===== src/rtl/axis_integrator_if.sv =====
// AXI-Stream channel bundle (valid/ready/data).
// The master drives tvalid and tdata. The slave drives tready.
interface axis_integrator_if #(
    parameter int DATA_WIDTH = 16
);
    logic                  tvalid;
    logic                  tready;
    logic [DATA_WIDTH-1:0] tdata;

    modport master (output tvalid, output tdata, input tready);
    modport slave  (input tvalid, input tdata, output tready);
endinterface


===== src/rtl/axis_integrator.sv =====
// Streaming signed integrator with an optional leak and saturating accumulator/output.
// One result is produced per accepted sample, one cycle after the accept, with full AXI-Stream backpressure.
module axis_integrator #(
    parameter int AXIS_TDATA_WIDTH = 16,
    parameter int ACC_WIDTH        = 32,
    parameter int OUT_SHIFT        = 8,
    parameter int LEAK_SHIFT       = 0
) (
    input  logic                 aclk,
    input  logic                 aresetn,
    input  logic                 clear,
    axis_integrator_if.slave     S_AXIS,
    axis_integrator_if.master    M_AXIS,
    output logic                 overflow
);
    localparam int SW = ACC_WIDTH + 2;
    localparam int W  = AXIS_TDATA_WIDTH;

    localparam logic signed [SW-1:0] ACC_MAX = {3'b000, {(ACC_WIDTH-1){1'b1}}};
    localparam logic signed [SW-1:0] ACC_MIN = {3'b111, {(ACC_WIDTH-1){1'b0}}};
    localparam logic signed [ACC_WIDTH-1:0] OUT_MAX = {{(ACC_WIDTH-W+1){1'b0}}, {(W-1){1'b1}}};
    localparam logic signed [ACC_WIDTH-1:0] OUT_MIN = {{(ACC_WIDTH-W+1){1'b1}}, {(W-1){1'b0}}};

    logic signed [ACC_WIDTH-1:0] acc_reg;
    logic signed [W-1:0]         out_data_reg;
    logic                        out_valid_reg;
    logic                        overflow_reg;

    logic                        ready;
    logic                        accept;
    logic signed [W-1:0]         din;
    logic signed [ACC_WIDTH-1:0] base;
    logic signed [ACC_WIDTH-1:0] leak;
    logic signed [SW-1:0]        sum;
    logic signed [ACC_WIDTH-1:0] acc_next;
    logic signed [ACC_WIDTH-1:0] shifted;
    logic signed [W-1:0]         out_next;
    logic                        acc_clamp;
    logic                        out_clamp;

    assign ready           = ~out_valid_reg | M_AXIS.tready;
    assign accept          = S_AXIS.tvalid & ready;
    assign din             = S_AXIS.tdata;
    assign S_AXIS.tready   = ready;
    assign M_AXIS.tvalid   = out_valid_reg;
    assign M_AXIS.tdata    = out_data_reg;
    assign overflow        = overflow_reg;

    always_comb begin
        base      = clear ? '0 : acc_reg;
        leak      = (LEAK_SHIFT == 0 || clear) ? '0 : (base >>> LEAK_SHIFT);
        // Widen by two bits so base + x - leak can never wrap before clamping.
        sum       = {{2{base[ACC_WIDTH-1]}}, base}
                  + {{(SW-W){din[W-1]}}, din}
                  - {{2{leak[ACC_WIDTH-1]}}, leak};
        acc_clamp = 1'b0;
        acc_next  = sum[ACC_WIDTH-1:0];
        if (sum > ACC_MAX) begin
            acc_next  = ACC_MAX[ACC_WIDTH-1:0];
            acc_clamp = 1'b1;
        end else if (sum < ACC_MIN) begin
            acc_next  = ACC_MIN[ACC_WIDTH-1:0];
            acc_clamp = 1'b1;
        end
        shifted   = acc_next >>> OUT_SHIFT;
        out_clamp = 1'b0;
        out_next  = shifted[W-1:0];
        if (shifted > OUT_MAX) begin
            out_next  = OUT_MAX[W-1:0];
            out_clamp = 1'b1;
        end else if (shifted < OUT_MIN) begin
            out_next  = OUT_MIN[W-1:0];
            out_clamp = 1'b1;
        end
    end

    always_ff @(posedge aclk or negedge aresetn) begin
        if (!aresetn) begin
            acc_reg       <= '0;
            out_data_reg  <= '0;
            out_valid_reg <= 1'b0;
            overflow_reg  <= 1'b0;
        end else if (accept) begin
            acc_reg       <= acc_next;
            out_data_reg  <= out_next;
            out_valid_reg <= 1'b1;
            // A clear that coincides with a sample restarts the sticky flag from this sample alone.
            overflow_reg  <= (clear ? 1'b0 : overflow_reg) | acc_clamp | out_clamp;
        end else begin
            if (out_valid_reg && M_AXIS.tready) begin
                out_valid_reg <= 1'b0;
            end
            if (clear) begin
                acc_reg      <= '0;
                overflow_reg <= 1'b0;
            end
        end
    end
endmodule


===== src/flat_wrapper.sv =====
// flat-port wrapper written by rule: the top's interface ports become plain ports
module axis_integrator_flat 
#(
    parameter int AXIS_TDATA_WIDTH = 16,
    parameter int ACC_WIDTH        = 32,
    parameter int OUT_SHIFT        = 8,
    parameter int LEAK_SHIFT       = 0
)
  (aclk, aresetn, clear, overflow, S_AXIS_tvalid, S_AXIS_tdata, S_AXIS_tready, M_AXIS_tvalid, M_AXIS_tdata, M_AXIS_tready);
  axis_integrator_if #(.DATA_WIDTH(16)) S_AXIS_i ();
  axis_integrator_if #(.DATA_WIDTH(16)) M_AXIS_i ();
  input  logic aclk;
  input  logic aresetn;
  input  logic clear;
  output logic overflow;
  input wire logic [$bits(S_AXIS_i.tvalid)-1:0] S_AXIS_tvalid;
  input wire logic [$bits(S_AXIS_i.tdata)-1:0] S_AXIS_tdata;
  output wire logic [$bits(S_AXIS_i.tready)-1:0] S_AXIS_tready;
  output wire logic [$bits(M_AXIS_i.tvalid)-1:0] M_AXIS_tvalid;
  output wire logic [$bits(M_AXIS_i.tdata)-1:0] M_AXIS_tdata;
  input wire logic [$bits(M_AXIS_i.tready)-1:0] M_AXIS_tready;
  assign S_AXIS_i.tvalid = S_AXIS_tvalid;
  assign S_AXIS_i.tdata = S_AXIS_tdata;
  assign S_AXIS_tready = S_AXIS_i.tready;
  assign M_AXIS_tvalid = M_AXIS_i.tvalid;
  assign M_AXIS_tdata = M_AXIS_i.tdata;
  assign M_AXIS_i.tready = M_AXIS_tready;
  axis_integrator #(.AXIS_TDATA_WIDTH(AXIS_TDATA_WIDTH), .ACC_WIDTH(ACC_WIDTH), .OUT_SHIFT(OUT_SHIFT), .LEAK_SHIFT(LEAK_SHIFT)) u_core (.aclk(aclk), .aresetn(aresetn), .clear(clear), .S_AXIS(S_AXIS_i), .M_AXIS(M_AXIS_i), .overflow(overflow));
endmodule

===== config.mk =====
export PLATFORM = sky130hd
export DESIGN_NAME = axis_integrator_flat
export DESIGN_NICKNAME = d
export VERILOG_FILES = /design/src/rtl/axis_integrator_if.sv /design/src/rtl/axis_integrator.sv /design/src/flat_wrapper.sv
export SDC_FILE = /design/constraint.sdc
export NUM_CORES = 1
export LEC_CHECK = 0
export BUFFER_PORTS_ARGS = -buffer_cell sky130_fd_sc_hd__buf_2
export CAP_MARGIN = 20
export CORE_MARGIN = 2
export CORE_UTILIZATION = 61
export DETAILED_ROUTE_END_ITERATION = 6
export PLACE_DENSITY = 0.86
export SETUP_SLACK_MARGIN = 0.02
export SLEW_MARGIN = 30
export SYNTH_ARGS = -nofsm -noshare
export SYNTH_HDL_FRONTEND = slang
export SYNTH_SLANG_ARGS = --single-unit

===== constraint.sdc =====
create_clock -name aclk -period 3.65 [get_ports aclk]
set_clock_uncertainty 0.15 [all_clocks]
set_input_delay 0.365 -clock aclk [delete_from_list [all_inputs] [get_ports aclk]]
set_output_delay 0.365 -clock aclk [all_outputs]
set_load 0.01 [all_outputs]

==> results of run 1 <==
## metrics by stage
step           hold slack, ps  instances  instance area, um^2  utilization [%]
4_1_cts                   118        819                 6080             84.2
3_5_place_dp              177        804                 5820             80.6
3_3_place_gp              168        804                 5820             80.6
2_1_floorplan           -80.6        560                 4540                -
## cells by family after synthesis
| group | share of synthesized area [%] |
|---|---|
| fa+ha+maj | 9.26 |
| buf+inv | 5.24 |
| flops | 27.6 |
| xor+xnor | 4.63 |
| compound gates | 29.7 |
| mux | 0.441 |
| simple gates | 23.2 |
## what timing repair did
item | CTS
cloned | 1
pin swaps | 8
buffers inserted | 5
resized for setup | 18
hold buffers | 1
endpoints found under the hold margin | 16
endpoints found under the setup margin | 15
## per-layer routing
| metal | global-route usage [%] | GRT overflow |
|---|---|---|
| met1 | 71.4 | 0 |
| met2 | 91.2 | 1 |
| met3 | 45.3 | 0 |
| met4 | 70.8 | 2 |
| met5 | 20.5 | 0 |
==> impl_metrics.py, run 1 <==
metrics = {
    "run_status": {
        "outcome": "did not finish",
        "stop_stage": "5_1_grt",
        "error_line": "[ERROR GRT-0232] Routing congestion too high. Check the congestion heatmap in the GUI.",
    },
    "synth": {
        "synth_top_area_cell": "dfrtp_1",
        "async_flop_share_pct": 100,
        "ys_types": 68,
        "yosys.area.top_type_share_pct": 27.6,
        "yosysWarnings": 0,
        "synth-seq-cells": 50,
        "synth_area_um2": 4540,
        "synthCells": 560,
        "ys.flop_type": "dfrtp_1",
        "synth.net_count": 614,
        "synthMostInstantiatedCell": "nand2_1",
        "synth_area_per_cell_um2": 8.11,
        "synth-edff-count": 0,
        "yosysSeqAreaShare_pct": 27.6,
        "synth_area_leaders": "dfrtp_1 (28%), ha_1 (8.8%), a21oi_1 (7.1%)",
        "synthTopCellsByCount": "nand2_1 (65), a21oi_1 (64), dfrtp_1 (50), nor2_1 (48), nor2b_1 (35)",
    },
    "timing": {
        "worstEndpointGrtRepair": "u_core.M_AXIS.tdata[12]$_DFFE_PN0P_/D",
        "endpoint_type": "sequential cell input",
    },
    "floorplanning": {
        "initial_utilization_pct": 62.9,
        "io_pins": 40,
        "die_w_um": 90.3,
        "die_h_um": 90.3,
        "rows": 31,
    },
    "global_route": {
        "gr-usage-all-layers_pct": 69.9,
        "grt_max_degree": 35,
        "grt-ovfl-total": 3,
    },
    "clock_network": {
        "numCtsBuffers": 5,
        "cts.sinks": 50,
        "htree_levels": 2,
        "cts_root_buffer": "clkbuf_8",
        "cts_buffer_depth": 2,
    },
    "placement": {
        "io_buffers": 39,
        "gp_congestion": 1.04,
        "dp_worst_setup_slack_ps": -520,
        "place_hpwl_um": 11200,
    },
}
==> run 2, diff against run 1 <==
CORE_UTILIZATION = 40   (was 61)
PLACE_DENSITY = unset   (was 0.86)
PLACE_DENSITY_LB_ADDON = 0.15   (was unset)
SETUP_SLACK_MARGIN = unset   (was 0.02)
==> run 2 against run 1 <==
- the flow now finishes without violations
- synthesized cell count unchanged
- area after synthesis did not move
==> impl_metrics.py, run 2 <==
metrics = {
    "cells_and_area": {
        "syn2layout_area_growth_pct": 45.9,
        "final_util_pct": 60.6,
        "n_antenna_cell": 0,
        "largest_reg_flops": 32,
        "multiInputGateArea_um2": 3480,
        "fillers": 962,
        "layout_commonest_cell": "buf_4",
        "layout_common_cells": "buf_4 (155), nand2_1 (62), a21oi_1 (57)",
        "drive_gt1_share_pct": 41.3,
        "nets": 789,
        "final_area_um2": 6620,
        "finalNonFillerCells": 876,
        "regArea_um2": 1250,
    },
    "route": {
        "routed_via_density": 5.52,
        "wl_per_cell_um": 17.2,
        "drt_wl_total_um": 15000,
        "drtIter0Drc": 237,
        "dr.pass1.iters": 5,
        "postRouteAntennaNets": 0,
        "vias": 4839,
        "drc": 0,
    },
    "floorplanning": {
        "core_um2": 10900,
        "die_h_um": 111,
        "initial_utilization_pct": 41.5,
        "rows": 38,
        "dieArea_um2": 12200,
        "io_pins": 40,
        "die_w_um": 111,
    },
    "worst_setup_path": {
        "cp_slowest_stage_delay_ps": 390,
        "crit_buf_inv": 5,
        "arrival_ps": 3620,
        "reg2reg_depth": 16,
        "worst-r2r-setup-slack_ps": 90,
        "timing.rr.end": "u_core.M_AXIS.tdata[13]",
        "critPathTopFamily": "compound AO/OA/AOI/OAI gates",
        "crit_required_ps": 3700,
        "cp_cell_sequence": "buf_6 > buf_4 > nor2b_4 > ha_2 > inv_1 > fa_1 > nand2b_4 > a21oi_4 > o21ai_1 > a21oi_2 > buf_4 > or2_2 > xor2_2 > nand4_2 > nor4_4 > buf_6 > a21oi_4 > a221oi_2",
        "slowest_stage": "fa_1",
        "path_class": "in -> reg",
        "path_max_fanout": 20,
        "start_kind": "primary input",
        "reg2reg_from": "u_core.acc_reg[10]",
        "crit_cells": 18,
        "endpoint_kind": "flip-flop",
    },
    "synth": {
        "synth-edff-count": 0,
        "synth_area_um2": 4540,
        "ys.flop_type": "dfrtp_1",
        "synthMostInstantiatedCell": "nand2_1",
        "synth_area_per_cell_um2": 8.11,
        "yosys.area.top_type_share_pct": 27.6,
        "async_flop_share_pct": 100,
        "ys_types": 68,
        "yosysSeqAreaShare_pct": 27.6,
        "synthTopCellsByCount": "nand2_1 (65), a21oi_1 (64), dfrtp_1 (50), nor2_1 (48), nor2b_1 (35)",
        "synth-seq-cells": 50,
        "yosysWarnings": 0,
        "synth_area_leaders": "dfrtp_1 (28%), ha_1 (8.8%), a21oi_1 (7.1%)",
        "synth_top_area_cell": "dfrtp_1",
        "synth.net_count": 614,
        "synthCells": 560,
    },
    "timing": {
        "maxSlewViolCount": 0,
        "fin_crit_sh_pct": 97.7,
        "slew_headroom_pct": 27.2,
        "setup_viol": 0,
        "fmax_mhz": 280,
        "tightestPinTransition_ps": 1090,
        "worst_slack_ps": 83.7,
        "fin_crit_ps": 3570,
        "hold_violations": 0,
        "tns_ps": 0,
        "rsz0062_at_grt": "true",
    },
    "placement": {
        "dpl_cell_area_um2": 5940,
        "gp_congestion": 0.912,
        "io_buffers": 39,
        "dp_worst_setup_slack_ps": -580,
        "placedCellCount": 859,
        "place_hpwl_um": 10900,
    },
    "clock_network": {
        "htree_levels": 2,
        "numCtsBuffers": 5,
        "cts_tree": "built",
        "cts.sinks": 50,
        "cts_buffer_depth": 2,
        "clock_latency_ps": 300,
        "cts.reportedPaths.clkPinSlew_ps": 70,
        "cts_root_buffer": "clkbuf_16",
    },
    "global_route": {
        "grt-ovfl-total": 0,
        "grt_pass1_vias": 4664,
        "grt_pass1_wl_um": 23300,
        "grt_max_degree": 34,
        "gr-usage-all-layers_pct": 23.3,
        "antenna_found_initial": 0,
    },
    "power": {
        "irDropWorstVdd_uv": 264,
        "power_density_nw_per_um2": 445,
        "cellLeakagePower_nw": 3.10,
    },
    "job": {
        "max-cap-violations": 0,
    },
    "min_path": {
        "hp-class": "in -> reg",
        "whs_path_depth": 2,
        "worstHoldStart": "S_AXIS_tvalid",
        "hold_end": "u_core.M_AXIS.tvalid",
    },
    "run_status": {
        "outcome": "finished clean",
    },
}
==> run 2: cell counts after synthesis <==
Identical to the previous run, type by type.
==> run 2: report_power, final <==
group	switching (W)	internal, W	leakage (nW)
sequential	0.0000461	0.000677	0.600
clock	0.000244	0.000326	0.0842
combinational	0.000863	0.000791	2.41
==> run 2: repair_timing <==
| item | CTS | global route |
|---|---|---|
| gates cloned | 1 | 1 |
| hold buffers | 1 | 0 |
| setup buffers | 2 | 4 |
| setup endpoints to repair | 18 | 36 |
| hold endpoints to repair | 24 | 0 |
| gates resized for setup | 11 | 80 |
| pin swaps | 4 | 27 |
==> run 2: per-stage QoR <==
stage | power [W] | hold WS (ps)
final | 0.00295 | 129
after global routing | 0.00313 | 137
after CTS | 0.00280 | 127
after detailed placement | 0.00219 | 288
after global placement | 0.00217 | 277
after floorplan | 0.00156 | -80.6
==> run 2: final cells by class <==
class,instances,share of cell area [%]
multi-input combinational,461,52.5
inverter,13,0.737
clock buffer,5,1.89
clock inverter,3,0.661
sequential,50,18.9
timing repair buffer,204,22.7
tap,140,2.64
==> run 2: worst max path at each step <==
stage,start,end,slack [ps]
after global routing,u_core.acc_reg[17],u_core.M_AXIS.tdata[10],-100
after CTS,clear,u_core.M_AXIS.tdata[6],7
final,clear,u_core.M_AXIS.tdata[10],80
after global placement,clear,u_core.M_AXIS.tdata[0],-530
after detailed placement,clear,u_core.M_AXIS.tdata[1],-580
after floorplan,clear,u_core.M_AXIS.tdata[10],60
==> run 2: metal layers <==
metal	share of wire, %	wire [um]	GRT usage (%)
met1	47	7060	32.3
met2	48	7240	38.7
met3	3.0	454	2.58
met4	1.9	291	6.17
met5	0	0	0
==> run 2: logic make-up after synthesis <==
family,share of synthesized area [%]
AO/OA/AOI/OAI,29.7
XOR/XNOR,4.63
adder cells (fa/ha/maj),9.26
buffers and inverters,5.24
flip-flops,27.6
multiplexers,0.441
AND/OR/NAND/NOR,23.2
Power figures use the tool's default switching activity.
